$ cat config.mk
export PLATFORM = sky130hd
export DESIGN_NAME = pixel_rx_ctrl
export DESIGN_NICKNAME = d
export VERILOG_FILES = /design/src/rtl/pixel_rx_ctrl.sv
export SDC_FILE = /design/constraint.sdc
export NUM_CORES = 1
export LEC_CHECK = 0
export ABC_AREA = 1
export BUFFER_PORTS_ARGS = -buffer_cell sky130_fd_sc_hd__buf_2
export CAP_MARGIN = 20
export CORE_MARGIN = 4
export CORE_UTILIZATION = 53
export CTS_BUF_LIST = sky130_fd_sc_hd__clkbuf_4
export DETAILED_ROUTE_END_ITERATION = 16
export PLACE_DENSITY_LB_ADDON = 0.2
export SLEW_MARGIN = 15
export SYNTH_ARGS = -nofsm -noshare
export SYNTH_HDL_FRONTEND = slang
export SYNTH_SLANG_ARGS = --single-unit
export TNS_END_PERCENT = 100
$ cat constraint.sdc
create_clock -name clk -period 1.2 [get_ports clk]
set_input_delay 0.12 -clock clk [delete_from_list [all_inputs] [get_ports clk]]
set_output_delay 0.12 -clock clk [all_outputs]
set_load 0.01 [all_outputs]
$ cat src/rtl/pixel_rx_ctrl.sv
// Serial pixel receiver controller: synchronizes the line, times the bits of each frame,
// strobes an external LSB-first shift register and counts pixels per image.
// Optional even-parity checking is compiled in by defining PIXEL_RX_PARITY_EN.
module pixel_rx_ctrl #(
    parameter int NUM_BITS         = 8,
    parameter int CLKS_PER_BIT     = 10,
    parameter int PIXELS_PER_IMAGE = 784
) (
    input  logic                                clk,
    input  logic                                n_rst,
    input  logic                                serial_in,
    output logic                                serial_sync,
    output logic                                shift_enable,
    output logic                                load_pixel,
    output logic                                framing_error,
    output logic                                parity_error,
    output logic [$clog2(PIXELS_PER_IMAGE)-1:0] pixel_count,
    output logic                                image_done
);

    localparam int TW = $clog2(CLKS_PER_BIT);
    localparam int BW = $clog2(NUM_BITS + 1);
    localparam int CW = $clog2(PIXELS_PER_IMAGE);

    localparam logic [TW-1:0] HALF_LAST = TW'(CLKS_PER_BIT / 2 - 1);
    localparam logic [TW-1:0] BIT_LAST  = TW'(CLKS_PER_BIT - 1);
    localparam logic [BW-1:0] DATA_LAST = BW'(NUM_BITS - 1);
    localparam logic [CW-1:0] PIX_LAST  = CW'(PIXELS_PER_IMAGE - 1);

    localparam logic [2:0] ST_IDLE   = 3'd0;
    localparam logic [2:0] ST_START  = 3'd1;
    localparam logic [2:0] ST_DATA   = 3'd2;
    localparam logic [2:0] ST_PARITY = 3'd3;
    localparam logic [2:0] ST_STOP   = 3'd4;
    localparam logic [2:0] ST_LOAD   = 3'd5;

    logic          sync1_q, sync2_q, sync_prev_q;
    logic [2:0]    state_q, state_d;
    logic [TW-1:0] timer_q, timer_d;
    logic [BW-1:0] bit_cnt_q, bit_cnt_d;
    logic [CW-1:0] pix_cnt_q, pix_cnt_d;
    logic          ferr_q, ferr_d;
    logic          perr_q, perr_d;
    logic          start_edge, half_tick, bit_tick, parity_bad;

`ifdef PIXEL_RX_PARITY_EN
    logic          par_acc_q, par_acc_d;
`endif

    assign start_edge = sync_prev_q & ~sync2_q;
    assign half_tick  = (timer_q == HALF_LAST);
    assign bit_tick   = (timer_q == BIT_LAST);

`ifdef PIXEL_RX_PARITY_EN
    // Even parity: XOR over data bits and parity bit must come out zero.
    assign parity_bad = par_acc_q;
`else
    assign parity_bad = 1'b0;
`endif

    always_comb begin
        state_d   = state_q;
        timer_d   = timer_q + TW'(1);
        bit_cnt_d = bit_cnt_q;
        pix_cnt_d = pix_cnt_q;
        ferr_d    = 1'b0;
        perr_d    = 1'b0;
`ifdef PIXEL_RX_PARITY_EN
        par_acc_d = par_acc_q;
`endif
        case (state_q)
            ST_IDLE: begin
                timer_d   = '0;
                bit_cnt_d = '0;
`ifdef PIXEL_RX_PARITY_EN
                par_acc_d = 1'b0;
`endif
                if (start_edge) begin
                    state_d = ST_START;
                end
            end
            ST_START: begin
                // A start bit that is high again at mid-bit was a glitch.
                if (half_tick) begin
                    timer_d = '0;
                    state_d = serial_sync ? ST_IDLE : ST_DATA;
                end
            end
            ST_DATA: begin
                if (bit_tick) begin
                    timer_d   = '0;
                    bit_cnt_d = bit_cnt_q + BW'(1);
`ifdef PIXEL_RX_PARITY_EN
                    par_acc_d = par_acc_q ^ serial_sync;
`endif
                    if (bit_cnt_q == DATA_LAST) begin
`ifdef PIXEL_RX_PARITY_EN
                        state_d = ST_PARITY;
`else
                        state_d = ST_STOP;
`endif
                    end
                end
            end
            ST_PARITY: begin
`ifdef PIXEL_RX_PARITY_EN
                if (bit_tick) begin
                    timer_d   = '0;
                    par_acc_d = par_acc_q ^ serial_sync;
                    state_d   = ST_STOP;
                end
`else
                timer_d = '0;
                state_d = ST_IDLE;
`endif
            end
            ST_STOP: begin
                // Framing error takes precedence over a parity mismatch.
                if (bit_tick) begin
                    timer_d = '0;
                    if (!serial_sync) begin
                        ferr_d  = 1'b1;
                        state_d = ST_IDLE;
                    end else if (parity_bad) begin
                        perr_d  = 1'b1;
                        state_d = ST_IDLE;
                    end else begin
                        state_d = ST_LOAD;
                    end
                end
            end
            ST_LOAD: begin
                timer_d   = '0;
                state_d   = ST_IDLE;
                pix_cnt_d = (pix_cnt_q == PIX_LAST) ? '0 : pix_cnt_q + CW'(1);
            end
            default: begin
                timer_d = '0;
                state_d = ST_IDLE;
            end
        endcase
    end

    always_ff @(posedge clk or negedge n_rst) begin
        if (!n_rst) begin
            sync1_q     <= 1'b1;
            sync2_q     <= 1'b1;
            sync_prev_q <= 1'b1;
            state_q     <= ST_IDLE;
            timer_q     <= '0;
            bit_cnt_q   <= '0;
            pix_cnt_q   <= '0;
            ferr_q      <= 1'b0;
            perr_q      <= 1'b0;
`ifdef PIXEL_RX_PARITY_EN
            par_acc_q   <= 1'b0;
`endif
        end else begin
            sync1_q     <= serial_in;
            sync2_q     <= sync1_q;
            sync_prev_q <= sync2_q;
            state_q     <= state_d;
            timer_q     <= timer_d;
            bit_cnt_q   <= bit_cnt_d;
            pix_cnt_q   <= pix_cnt_d;
            ferr_q      <= ferr_d;
            perr_q      <= perr_d;
`ifdef PIXEL_RX_PARITY_EN
            par_acc_q   <= par_acc_d;
`endif
        end
    end

    assign serial_sync   = sync2_q;
    assign shift_enable  = (state_q == ST_DATA) && bit_tick;
    assign load_pixel    = (state_q == ST_LOAD);
    assign image_done    = load_pixel && (pix_cnt_q == PIX_LAST);
    assign framing_error = ferr_q;
    assign parity_error  = perr_q;
    assign pixel_count   = pix_cnt_q;

endmodule

== Yosys cells after proc, flatten, opt, wreduce, memory -nomap -nowiden ==
Cells that the tools add are included.

* Register bits: 25
* Input port bits: 3
* Output and inout bits: 16
* Word-level logic and storage cells: 50

* Add/sub/neg operators: 3
* Equality and inequality tests: 13
* Multiplexer cells: 17
* Bitwise logic cells: 2
* Reduce and logical (&&, ||, !) cells: 7

{| class="wikitable"
|+ Operator list
! operator !! number
|-
| two-way mux 3 bit || 6
|-
| one-hot mux 4 bit (2 select lines) || 2
|-
| two-way mux 4 bit || 3
|-
| one-hot mux 3 bit (4 select lines) || 1
|-
| adder 10 x 1 -> 10 bit (second input constant) || 1
|-
| equality test 10 bit (second input constant) || 1
|-
| two-way mux 10 bit || 1
|-
| inequality test 2 bit (second input constant) || 5
|-
| adder 4 x 1 -> 4 bit (second input constant) || 2
|-
| equality test 4 x 3 -> 1 bit (second input constant) || 2
|-
| equality test 3 bit (second input constant) || 2
|-
| AND reduction 5 bit || 1
|-
| equality test 4 bit (second input constant) || 1
|-
| equality test 3 x 1 -> 1 bit (second input constant) || 1
|-
| equality test 3 x 2 -> 1 bit (second input constant) || 1
|-
| zero test 3 bit || 1
|-
| two-way mux 1 bit || 3
|-
| logical AND 1 bit || 2
|-
| two-way mux 2 bit || 1
|-
| AND reduction 2 bit || 1
|-
| nonzero test 2 bit || 1
|-
| OR reduction 2 bit || 1
|-
| AND 1 bit || 1
|-
| NOT 1 bit || 1
|}

== Longest topological paths before layout ==
* Word-level depth: 4
* Gate-level depth with buffers: 8
* Mapped depth without buffers: 8

== Worst setup path after synthesis ==
OpenSTA, ideal clock, no wires.

* Path kind: flip-flop to flip-flop
* Start point: reg pix_cnt_q[0] (netlist: pixel_count[0])
* End point: reg pix_cnt_q[3] (netlist: pixel_count[3])
* Setup time: 0.128 ns
* Arrival: 1.219 ns
* Data required time: 1.072 ns
* Slack: -0.148 ns
* Stages on the path, launching flop included: 7
* Buffers on the path: 0
* Clock period less this slack: 1.348 ns
* Cell sequence: dfrtp_1 > ha_1 > nand3_1 > inv_1 > nand4_1 > nor2_1 > nor2_1

* Word-level cells in the longest chain between the ends: 2
* Elaborated cells between the ends (all ways): 3
* Those cells by class: 1 x add/sub; 1 x eq/ne; 1 x mux

{| class="wikitable"
|+ RTL lines
! item !! line !! source
|-
| from (decl) || 41 || <nowiki>logic [CW-1:0] pix_cnt_q, pix_cnt_d;</nowiki>
|-
| from (signal assigned) || 165 || <nowiki>pix_cnt_q <= pix_cnt_d;</nowiki>
|-
| adder 10 x 1 -> 10 bit / equality test 10 bit (equally long branches) || 135 || <nowiki>pix_cnt_d = (pix_cnt_q == PIX_LAST) ? '0 : pix_cnt_q + CW'(1);</nowiki>
|-
| two-way mux 10 bit * || 135 ||
|}

Mark *: on every way between the ends. The rest lies on a longest branch, timed or not.
A chain may end at the register's enable or synchronous reset.

== Final worst setup path ==
* Start point: reg pix_cnt_q[1] (netlist: pixel_count[1])
* End point: out image_done

* Word-level cells in the longest chain between the ends: 2

{| class="wikitable"
|+ RTL lines
! item !! line !! source
|-
| equality test 10 bit || 177 || <nowiki>assign image_done = load_pixel && (pix_cnt_q == PIX_LAST);</nowiki>
|-
| logical AND 1 bit || 177 ||
|-
| to (decl) || 18 || <nowiki>output logic image_done</nowiki>
|}

No other way between the ends.

==> impl_metrics.toml <==
[run_status]
outcome = "complete, but fails checks"
violations = "negative setup slack"

[synthesis]
synth_top_family_by_area = "simple AND/OR/NAND/NOR gates"
syn-cell-area_sq_um = 1400
yosysSeqAreaShare_pct = 45.1
yosys-top-cells-count = "nand2_1 (46), nor2_1 (31), dfrtp_1 (22)"
synthXorXnorAreaFrac_pct = 4.39
yosysUniqueCellTypes = 24
synth_edf_count = 0
synth_area_leaders = "dfrtp_1 (39%), nand2_1 (12%), nor2_1 (8.3%), dfstp_2 (5.6%), inv_1 (5.6%)"
synth_top_area_share_pct = 39.4
synth.mux.area_fraction_pct = 0
yosys.area.top_type = "dfrtp_1"
synth_nets = 189
synth_fa_ha_area_share_pct = 5.38
synthFlopType = "dfrtp_1"
ys_seq_elements = 25
synthSimpleGateAreaFrac_pct = 33.1
async_reset_ff_share_pct = 100
yosys_warnings = 0
synth_compound_area_share_pct = 3.76
syn_inst = 180
avgSynthCellArea_sq_um = 7.76
synth.most_common_cell = "nand2_1"

[critical_path]
crit_fanout = 3
crit_chain = "ha_4 -> nand3_2 -> inv_2 -> nand4_1 -> nor2_2 -> buf_2"
critPathLaunchType = "flop"
cp.required_ps = 1080
crit_family = "simple AND/OR/NAND/NOR gates"
slowest_delay_ps = 450
cp_num_buf_inv = 2
slowest_stage = "dfrtp_1"
crit_path_end_kind = "output port"
cp_data_arrival_time_ps = 1690
crit_type = "flop to output port"

[power]
finalPower_w = 0.00490
p_switching_w = 0.00232
seqPwrFrac_pct = 24.5
internal-power_w = 0.00258
pwr-share-clk_pct = 8.6
powerDensity_nw_per_um2 = 2080
p_sw_share_pct = 47.4
leakagePower_nw = 1.16
pwr-share-comb_pct = 66.9
peakVddDrop_uv = 1780

[timing]
rsz0062_at_grt = "yes"
drv_slew = 0
finalHoldViolCount = 0
tightest_slew_ps = 566
fin_ws_ps = -610
finalSetupViolations = 29
max_freq_mhz = 552
fin_skew_ps = 4.66
fin_crit_sh_pct = 151
relSlewSlack_pct = 62.3
fin_crit_ps = 1810

[detailed_routing]
drtPass1Iterations = 5
drt_wl_total_microns = 6570
viasPerCell = 6.29
drcViolationCount = 0
routedWlPerCell_microns = 23.5
vias = 1762
drtIter0Drc = 185
ant_nets = 0

[placed_design]
place_congestion = 0.901
dp_hpwl_microns = 2490
dpl_cell_area_sq_um = 1690
port-buffer-count = 17

[grt]
antenna_found_initial = 0
grt_pass1_wl_microns = 7870
grt_pass1_vias = 1603
grt_use_total_pct = 31.3
grt_max_degree = 26
grt_overflow = 0

[cts]
cts_buffer_depth = 2
clock_sinks = 25
cts_buffers = 3
clk_latency_ps = 350
h-tree-depth = 1
cts.reportedPaths.clkPinSlew_ps = 150
cts_tree = "built"
clockRootBuffer = "clkbuf_4"

[floorplan]
boundaryPins = 19
initial_utilization_pct = 55.9
die-area_sq_um = 3520
die_h_microns = 59.3
coreArea_sq_um = 2500
rows = 18
die_x_microns = 59.3

[worst_hold_path]
hp-class = "input port to async pin"

[final_layout]
design_area_sq_um = 2350
final_nets = 260
seqCellArea_sq_um = 634
drive_gt1_share_pct = 54.0
multiInputGateArea_sq_um = 956
area.growth.synth_to_final_pct = 68.3
fill_cells = 79
diodes = 0

[flow_run]
cap_viol_max_count = 0
==> power by group through the flow <==
| stage | logic [W] | clock network (W) | registers [W] |
|---|---|---|---|
| 2_1_floorplan | 0.000770 | 0 | 0.00113 |
| 4_1_cts | 0.00215 | 0.000408 | 0.00114 |
| 3_5_place_dp | 0.00137 | 0 | 0.00115 |
| 6_report | 0.00328 | 0.000419 | 0.00120 |
| 5_1_grt | 0.00341 | 0.000449 | 0.00120 |
| 3_3_place_gp | 0.00128 | 0 | 0.00113 |
==> layout make-up <==
class	count	share of cell area, %
Clock buffer	3	0.958
Inverter	26	5.01
Tap cell	30	1.60
Clock inverter	1	0.319
Sequential cell	25	27.0
Timing Repair Buffer	68	24.4
Multi-Input combinational cell	127	40.7
==> per-layer routing <==
metal	up-vias	GRT usage [%]	wire [microns]
met2	169	51.8	3200
met4	0	20.4	515
met5	-	0	0
met1	834	36.9	2230
li1	700	-	-
met3	59	5.66	625
==> cells in the final DEF, fill, tap and decap left out, drive strengths merged, types with 3 or more instances in the layout <==
master   n
dfstp    3
nand2   46
dfrtp   22
buf     66
o21ai    7
ha       6
xnor2    3
nand4    6
inv     24
nor2    33
xor2     4
nand3   15
clkbuf   3
==> kinds of logic after synthesis <==
kind of cell,after synthesis
AOI/OAI and AO/OA,10
xor gates and xnor gates,7
adders and majority gates,6
buffers and inverters,28
DFF,25
other,1
and+or+nand+nor,103
==> timing repair <==
| item | CTS | global route |
|---|---|---|
| resized for setup | 51 | 54 |
| pin swaps | 20 | 26 |
| endpoints found under the setup margin | 20 | 31 |
| hold buffers | 2 | 0 |
| buffers inserted | 23 | 10 |
| hold endpoints to repair | 23 | 0 |
==> stage by stage <==
step,cells,util [%],hold WS (ps),setup TNS (ps),setup slack (ps)
finish,280,94.0,271,-5410,-610
global route,280,94.0,302,-6490,-661
CTS,273,82.5,300,-1480,-395
detailed placement,246,67.5,141,-447,-85.5
global placement,246,67.5,136,-49.8,-30.8
floorplan,180,-,-176,-149,-77.8
==> flip-flops by register name, summed over array words and instances (netlist names) <==
name	cells
framing_error	1
bit_cnt_q	4
pixel_count	10
sync_prev_q	1
serial_sync	1
timer_q	4
state_q	3
sync1_q	1
==> worst paths after layout <==
kind / slack [ps] / endpoint / depth (start not counted) / start
setup reg to reg: -490 / pixel_count[9] / 7 / state_q[1]
hold / removal: 270 / framing_error / 2 / n_rst
setup / recovery: -610 / image_done / 6 / pixel_count[1]
hold reg to reg: 370 / serial_sync / 0 / sync1_q
max in group asynchronous: 530 / state_q[0] / 2 / n_rst
min in group clk: 370 / serial_sync / 0 / sync1_q
Note: power is estimated with default switching activity, not from simulation.
